## src/rtl/rx_block_lock_pkg.sv

```systemverilog
// rtl/rx_block_lock_pkg.sv - shared lane state, default limits and sync-header check for rx_block_lock
package rx_block_lock_pkg;

    typedef enum logic [1:0] {
        LS_HUNT      = 2'd0,
        LS_SLIP_WAIT = 2'd1,
        LS_LOCKED    = 2'd2
    } lane_state_e;

    localparam int LP_LOCK_CNT_DEF = 64;
    localparam int LP_WIN_DEF      = 64;
    localparam int LP_BAD_MAX_DEF  = 16;
    localparam int LP_SLIP_GAP_DEF = 16;
    localparam int LP_STAT_W       = 16;

    // A 64b/66b sync header is legal only when its two bits differ.
    function automatic logic hdr_is_valid(input logic [1:0] hdr);
        return hdr[1] ^ hdr[0];
    endfunction

endpackage

```

## src/rtl/rx_block_lock_lane.sv

```systemverilog
// rtl/rx_block_lock_lane.sv - single-lane 64b/66b block-lock FSM; RX_BLOCK_LOCK_STATS_EN adds slip/bad-header counters
module rx_block_lock_lane
    import rx_block_lock_pkg::*;
#(
    parameter int P_LOCK_CNT = LP_LOCK_CNT_DEF,
    parameter int P_WIN      = LP_WIN_DEF,
    parameter int P_BAD_MAX  = LP_BAD_MAX_DEF,
    parameter int P_SLIP_GAP = LP_SLIP_GAP_DEF
) (
    input  logic       clk_i,
    input  logic       rst_n_i,
    input  logic [1:0] rxheader_i,
    input  logic       rxheadervalid_i,
    output logic       rxgearboxslip_o,
    output logic       locked_o,
    output logic       locked_nxt_o
`ifdef RX_BLOCK_LOCK_STATS_EN
    ,
    output logic [LP_STAT_W-1:0] slip_cnt_o,
    output logic [LP_STAT_W-1:0] bad_hdr_cnt_o
`endif
);

    localparam int SH_W  = $clog2(P_LOCK_CNT + 1);
    localparam int WIN_W = $clog2(P_WIN + 1);
    localparam int BAD_W = $clog2(P_BAD_MAX + 1);
    localparam int GAP_W = (P_SLIP_GAP < 1) ? 1 : $clog2(P_SLIP_GAP + 1);

    localparam logic [SH_W-1:0]  SH_LAST  = SH_W'(P_LOCK_CNT - 1);
    localparam logic [WIN_W-1:0] WIN_LAST = WIN_W'(P_WIN - 1);
    localparam logic [BAD_W-1:0] BAD_LAST = BAD_W'(P_BAD_MAX - 1);
    localparam logic [GAP_W-1:0] GAP_LOAD = GAP_W'(P_SLIP_GAP);
    localparam logic [GAP_W-1:0] GAP_ONE  = GAP_W'(1);
    // With no settle time configured a slip returns straight to hunting.
    localparam lane_state_e ST_AFTER_SLIP = (P_SLIP_GAP == 0) ? LS_HUNT : LS_SLIP_WAIT;

    lane_state_e      r_state;
    logic [SH_W-1:0]  r_sh_cnt;
    logic [WIN_W-1:0] r_win_cnt;
    logic [BAD_W-1:0] r_bad_cnt;
    logic [GAP_W-1:0] r_gap_cnt;
    logic             r_locked;
    logic             r_slip;

    lane_state_e      w_state_nxt;
    logic [SH_W-1:0]  w_sh_nxt;
    logic [WIN_W-1:0] w_win_nxt;
    logic [BAD_W-1:0] w_bad_nxt;
    logic [GAP_W-1:0] w_gap_nxt;
    logic             w_locked_nxt;
    logic             w_slip_nxt;
    logic             w_hdr_ok;

    assign w_hdr_ok = hdr_is_valid(rxheader_i);

    always_comb begin
        w_state_nxt  = r_state;
        w_sh_nxt     = r_sh_cnt;
        w_win_nxt    = r_win_cnt;
        w_bad_nxt    = r_bad_cnt;
        w_gap_nxt    = r_gap_cnt;
        w_locked_nxt = r_locked;
        w_slip_nxt   = 1'b0;
        if (rxheadervalid_i) begin
            case (r_state)
                LS_HUNT: begin
                    if (w_hdr_ok) begin
                        if (r_sh_cnt == SH_LAST) begin
                            w_state_nxt  = LS_LOCKED;
                            w_locked_nxt = 1'b1;
                            w_sh_nxt     = '0;
                        end else begin
                            w_sh_nxt = r_sh_cnt + SH_W'(1);
                        end
                    end else begin
                        w_sh_nxt    = '0;
                        w_slip_nxt  = 1'b1;
                        w_gap_nxt   = GAP_LOAD;
                        w_state_nxt = ST_AFTER_SLIP;
                    end
                end
                LS_SLIP_WAIT: begin
                    if (r_gap_cnt <= GAP_ONE) begin
                        w_gap_nxt   = '0;
                        w_state_nxt = LS_HUNT;
                    end else begin
                        w_gap_nxt = r_gap_cnt - GAP_W'(1);
                    end
                end
                LS_LOCKED: begin
                    // Loss of lock wins over a window boundary on the same strobe.
                    if (!w_hdr_ok && (r_bad_cnt == BAD_LAST)) begin
                        w_state_nxt  = ST_AFTER_SLIP;
                        w_locked_nxt = 1'b0;
                        w_slip_nxt   = 1'b1;
                        w_gap_nxt    = GAP_LOAD;
                        w_win_nxt    = '0;
                        w_bad_nxt    = '0;
                    end else if (r_win_cnt == WIN_LAST) begin
                        w_win_nxt = '0;
                        w_bad_nxt = '0;
                    end else begin
                        w_win_nxt = r_win_cnt + WIN_W'(1);
                        w_bad_nxt = r_bad_cnt + BAD_W'(!w_hdr_ok);
                    end
                end
                default: begin
                    w_state_nxt = LS_HUNT;
                end
            endcase
        end
    end

    always_ff @(posedge clk_i) begin
        if (!rst_n_i) begin
            r_state   <= LS_HUNT;
            r_sh_cnt  <= '0;
            r_win_cnt <= '0;
            r_bad_cnt <= '0;
            r_gap_cnt <= '0;
            r_locked  <= 1'b0;
            r_slip    <= 1'b0;
        end else begin
            r_state   <= w_state_nxt;
            r_sh_cnt  <= w_sh_nxt;
            r_win_cnt <= w_win_nxt;
            r_bad_cnt <= w_bad_nxt;
            r_gap_cnt <= w_gap_nxt;
            r_locked  <= w_locked_nxt;
            r_slip    <= w_slip_nxt;
        end
    end

    assign rxgearboxslip_o = r_slip;
    assign locked_o        = r_locked;
    assign locked_nxt_o    = rst_n_i & w_locked_nxt;

`ifdef RX_BLOCK_LOCK_STATS_EN
    logic [LP_STAT_W-1:0] r_slip_cnt;
    logic [LP_STAT_W-1:0] r_bad_hdr_cnt;

    always_ff @(posedge clk_i) begin
        if (!rst_n_i) begin
            r_slip_cnt    <= '0;
            r_bad_hdr_cnt <= '0;
        end else begin
            if (w_slip_nxt && (r_slip_cnt != '1)) begin
                r_slip_cnt <= r_slip_cnt + LP_STAT_W'(1);
            end
            if (rxheadervalid_i && (r_state == LS_LOCKED) && !w_hdr_ok
                    && (r_bad_hdr_cnt != '1)) begin
                r_bad_hdr_cnt <= r_bad_hdr_cnt + LP_STAT_W'(1);
            end
        end
    end

    assign slip_cnt_o    = r_slip_cnt;
    assign bad_hdr_cnt_o = r_bad_hdr_cnt;
`endif

endmodule

```

## src/rtl/rx_block_lock.sv

```systemverilog
// rtl/rx_block_lock.sv - multi-lane 64b/66b block-lock top; RX_BLOCK_LOCK_STATS_EN adds per-lane stats ports
module rx_block_lock
    import rx_block_lock_pkg::*;
#(
    parameter int P_LANES    = 1,
    parameter int P_LOCK_CNT = LP_LOCK_CNT_DEF,
    parameter int P_WIN      = LP_WIN_DEF,
    parameter int P_BAD_MAX  = LP_BAD_MAX_DEF,
    parameter int P_SLIP_GAP = LP_SLIP_GAP_DEF
) (
    input  logic                   clk_i,
    input  logic                   rst_n_i,
    input  logic [2*P_LANES-1:0]   rxheader_i,
    input  logic [P_LANES-1:0]     rxheadervalid_i,
    output logic [P_LANES-1:0]     rxgearboxslip_o,
    output logic [P_LANES-1:0]     locked_o,
    output logic                   all_locked_o
`ifdef RX_BLOCK_LOCK_STATS_EN
    ,
    output logic [16*P_LANES-1:0]  slip_cnt_o,
    output logic [16*P_LANES-1:0]  bad_hdr_cnt_o
`endif
);

    logic [P_LANES-1:0] w_slip;
    logic [P_LANES-1:0] w_locked;
    logic [P_LANES-1:0] w_locked_nxt;
    logic               r_all_locked;

    for (genvar g = 0; g < P_LANES; g++) begin : g_lane
        rx_block_lock_lane #(
            .P_LOCK_CNT (P_LOCK_CNT),
            .P_WIN      (P_WIN),
            .P_BAD_MAX  (P_BAD_MAX),
            .P_SLIP_GAP (P_SLIP_GAP)
        ) u_lane (
            .clk_i           (clk_i),
            .rst_n_i         (rst_n_i),
            .rxheader_i      (rxheader_i[2*g+1:2*g]),
            .rxheadervalid_i (rxheadervalid_i[g]),
            .rxgearboxslip_o (w_slip[g]),
            .locked_o        (w_locked[g]),
            .locked_nxt_o    (w_locked_nxt[g])
`ifdef RX_BLOCK_LOCK_STATS_EN
            ,
            .slip_cnt_o      (slip_cnt_o[16*g+15:16*g]),
            .bad_hdr_cnt_o   (bad_hdr_cnt_o[16*g+15:16*g])
`endif
        );
    end

    // Built from the lanes' next-state lock bits so it moves on the same edge as locked_o.
    always_ff @(posedge clk_i) begin
        if (!rst_n_i) begin
            r_all_locked <= 1'b0;
        end else begin
            r_all_locked <= &w_locked_nxt;
        end
    end

    assign rxgearboxslip_o = w_slip;
    assign locked_o        = w_locked;
    assign all_locked_o    = r_all_locked;

endmodule

```

## config.mk

```make
export PLATFORM = sky130hd
export DESIGN_NAME = rx_block_lock
export DESIGN_NICKNAME = d
export VERILOG_FILES = /design/src/rtl/rx_block_lock_pkg.sv /design/src/rtl/rx_block_lock_lane.sv /design/src/rtl/rx_block_lock.sv
export SDC_FILE = /design/constraint.sdc
export NUM_CORES = 1
export LEC_CHECK = 0
export ABC_AREA = 1
export CAP_MARGIN = 30
export CELL_PAD_IN_SITES_DETAIL_PLACEMENT = 1
export CELL_PAD_IN_SITES_GLOBAL_PLACEMENT = 1
export CORE_ASPECT_RATIO = 0.6
export CORE_MARGIN = 4
export CORE_UTILIZATION = 32
export DETAILED_ROUTE_END_ITERATION = 16
export PLACE_DENSITY_LB_ADDON = 0.1
export SYNTH_ARGS = -nofsm -noshare
export SYNTH_HDL_FRONTEND = slang
export SYNTH_SLANG_ARGS = --single-unit
```

## constraint.sdc

```tcl
create_clock -name clk_i -period 1.4 [get_ports clk_i]
set_input_delay 0.28 -clock clk_i [delete_from_list [all_inputs] [get_ports clk_i]]
set_output_delay 0.28 -clock clk_i [all_outputs]
set_load 0.005 [all_outputs]
```

==> summary.md <==
| Metric | Value |
|---|---|
| Most frequent cells in the layout | `buf_4 (42), nand2_1 (41), nor2_1 (25)` |
| FP Rows | `19` |
| Dpl ws | `-0.460 ns` |
| Run status | `complete, no violations` |
| Clock Sinks | `29` |
| Final hold viol count | `0` |
| Vias in the first global route | `1613` |
| Unrepaired setup endpoints after global routing | `yes` |
| Crit-path slowest cell | `clkdlybuf4s50_1` |
| Yosys warning total | `0` |
| Core ar. | `0.00464 mm^2` |
| Combinational share of power | `15.2%` |
| Sw frac | `26.6%` |
| First-pass GRT wire length | `7550 um` |
| Critical Path Fanout Max | `1` |
| Post-route ant nets | `0` |
| CTS tree | `done` |
| Share of cells above drive strength 1 | `39.1%` |
| Internal Pwr Total | `1350 uW` |
| Multi-input gate area in the final layout | `0.00101 mm^2` |
| Reg power frac | `46.8%` |
| Top-Level Pins | `8` |
| Antenna diode count | `0` |
| P_leak | `0.000959 uW` |
| Cell Count, Final, Fillers Out | `334` |
| Filler cell count | `589` |
| Antenna violations before repair | `0` |
| DIE HEIGHT | `62.1 um` |
| CTS root buf | `clkbuf_8` |
| Worst path arrival time | `1.07 ns` |
| Synthesized Nets | `228` |
| Unique masters post-synth | `32` |
| Endpoint class of the critical path | `output pin` |
| CTS Buf Count | `5` |
| PwrDens | `814 mW/mm^2` |
| CP startpoint kind | `register` |
| Number of I/O port buffers | `7` |
| Slew @ Worst Pin | `0.403 ns` |
| Worst Hold Class | `reg2reg` |
| CTS Buffer Depth | `2` |
| Drt drc | `0` |
| Register area | `594 um^2` |
| Die W | `98.2 um` |
| Peak supply drop | `0.518 mV` |
| Crit Path Class | `reg2out` |
| Starting density of the core | `33.7%` |
| H-Tree Depth | `2` |
| Die ar. | `0.00610 mm^2` |
| Clock Power Share | `38.0%` |
| Post-Route WL | `4440 um` |
| Clock-pin slew on the worst setup and hold paths | `0.06 ns` |
| Sequential fraction of the synthesis area | `37.2%` |
| CP bufs+invs | `1` |
| Initial DRC Count | `62` |
| Setup tns final | `0 ns` |
| Cell taking the most area after synthesis | `dfxtp_1` |
| Synth Area per Inst | `7.20 um^2` |
| Delay-heaviest family, CP | `buffers and inverters` |
| Cells along the critical path | `clkdlybuf4s50_1` |
| Slew margin rel. | `73.1%` |
| Routed wire length per instance | `13.3 um` |
| NetSw | `487 uW` |
| First drt pass iteration count | `4` |
| Cells after synthesis | `217` |
| WHS | `0.469 ns` |
| CP max stage delay | `0.49 ns` |
| GP Congestion | `0.809` |
| Seq cells post-synth | `29` |
| P&R area growth vs syn | `44.3%` |
| GRT overflow | `0` |
| Largest net degree at the start of global routing | `9` |
| Routed vias/inst | `4.64` |
| Synth area leaders | `dfxtp_1 (37%), nand2_1 (13%), nor2_1 (7.0%), nand3_1 (5.4%), inv_1 (5.0%)` |
| Slew Limit Fails | `0` |
| Final setup violation count | `0` |
| Fin crit period | `1.35 ns` |
| Worst Skew | `0.00465 ns` |
| Final core occ | `48.6%` |
| Fin nets | `282` |
| Overall routing resource usage | `15.2%` |
| Clock latency on the worst-skew pair | `0.28 ns` |
| Most common cell after layout, fill and taps aside | `buf_4` |
| # placed instances | `314` |
| Period utilization | `96.5%` |
| Fmax achieved | `740 MHz` |
| Number of vias in the routed layout | `1549` |
| Critical path data required time | `1.12 ns` |
| Synthesized area | `0.00156 mm^2` |
| Hpwl dp | `3320 um` |
| Max Cap Viol | `0` |
| Post-synth top area share | `37.2%` |
| Worst setup margin | `0.0485 ns` |
==> synthesized netlist by cell type, drive strengths merged <==
cell type  instances
xnor2              3
o22ai              1
nand2             57
nand3             21
dfxtp             29
o21bai             1
a21oi             12
and3               1
nand4              4
buf                1
nor3               3
clkbuf             1
a31o               1
o221ai             1
nor3b              2
xor2               3
a211oi             1
clkinv             2
inv               24
ha                 6
nor2              37
o21ai              6
==> what timing repair did <==
action | CTS | global route
resized for setup | 19 | 35
setup endpoints to repair | 17 | 28
buffers inserted | 4 | 10
pin swaps | 8 | 12
hold buffers | 0 | 0
==> flip-flops by register name, summed over array words and instances, names as in the netlist <==
| name | cells |
|---|---|
| g_lane.u_lane.r_state | 2 |
| all_locked_o | 1 |
| g_lane.u_lane.r_bad_cnt | 5 |
| g_lane.u_lane.r_gap_cnt | 5 |
| g_lane.u_lane.locked_o | 1 |
| g_lane.u_lane.r_sh_cnt | 7 |
| g_lane.u_lane.r_win_cnt | 7 |
| g_lane.u_lane.rxgearboxslip_o | 1 |
==> cell type report <==
| type | instances | share of cell area (%) |
|---|---|---|
| clock buffer | 7 | 3.83 |
| multi-input combinational | 160 | 44.8 |
| sequential | 29 | 26.4 |
| inverter | 26 | 4.39 |
| timing repair buffer | 49 | 17.2 |
| tap | 63 | 3.50 |
==> cell families after synthesis <==
group / Yosys count / synth area share [%]
XOR/XNOR: 6 / 3.37
adder cells (fa/ha/maj): 6 / 4.81
flip-flops: 29 / 37.2
buffers and inverters: 28 / 7.29
AND/OR/NAND/NOR: 125 / 38.9
AO/OA/AOI/OAI: 23 / 8.49
==> worst paths after layout <==
kind | start | to | slack [ns] | cells past startpoint
hold / removal | g_lane[0].u_lane.r_win_cnt[5] | g_lane[0].u_lane.r_win_cnt[5] | 0.47 | 2
hold reg to reg | g_lane[0].u_lane.r_win_cnt[5] | g_lane[0].u_lane.r_win_cnt[5] | 0.47 | 2
setup reg to reg | g_lane[0].u_lane.r_sh_cnt[1] | g_lane[0].u_lane.r_state[1] | 0.08 | 7
setup / recovery | g_lane[0].u_lane.rxgearboxslip_o | rxgearboxslip_o | 0.05 | 1
==> through the flow <==
stage / power [uW] / instance area, um^2
2_1_floorplan: 1020 / 1560
3_3_place_gp: 1120 / 1910
3_5_place_dp: 1130 / 1910
4_1_cts: 1850 / 2080
5_1_grt: 1950 / 2250
6_report: 1830 / 2250
==> power groups by stage <==
stage	combinational (uW)	sequential (uW)	clock [uW]
2_1_floorplan	143	873	0
3_3_place_gp	243	874	0
3_5_place_dp	252	875	0
4_1_cts	265	858	731
5_1_grt	314	860	780
6_report	279	858	697
==> per-layer routing <==
metal  share of wire [%]  track usage [%]  vias up  wire (um)
li1                    -                -      802          -
met1                  49             20.4      730       2190
met2                  48             24.1       15       2130
met3                 2.5             4.03        2        113
met4                0.25             4.26        0         11
met5                   0                0        -          0
==> worst min-delay path: stages, from the launching register on <==
cell	delay, ns
dfxtp_1	0.31
nand2_1	0.06
a21oi_1	0.05
No activity file was read; power rests on OpenSTA's default activity.
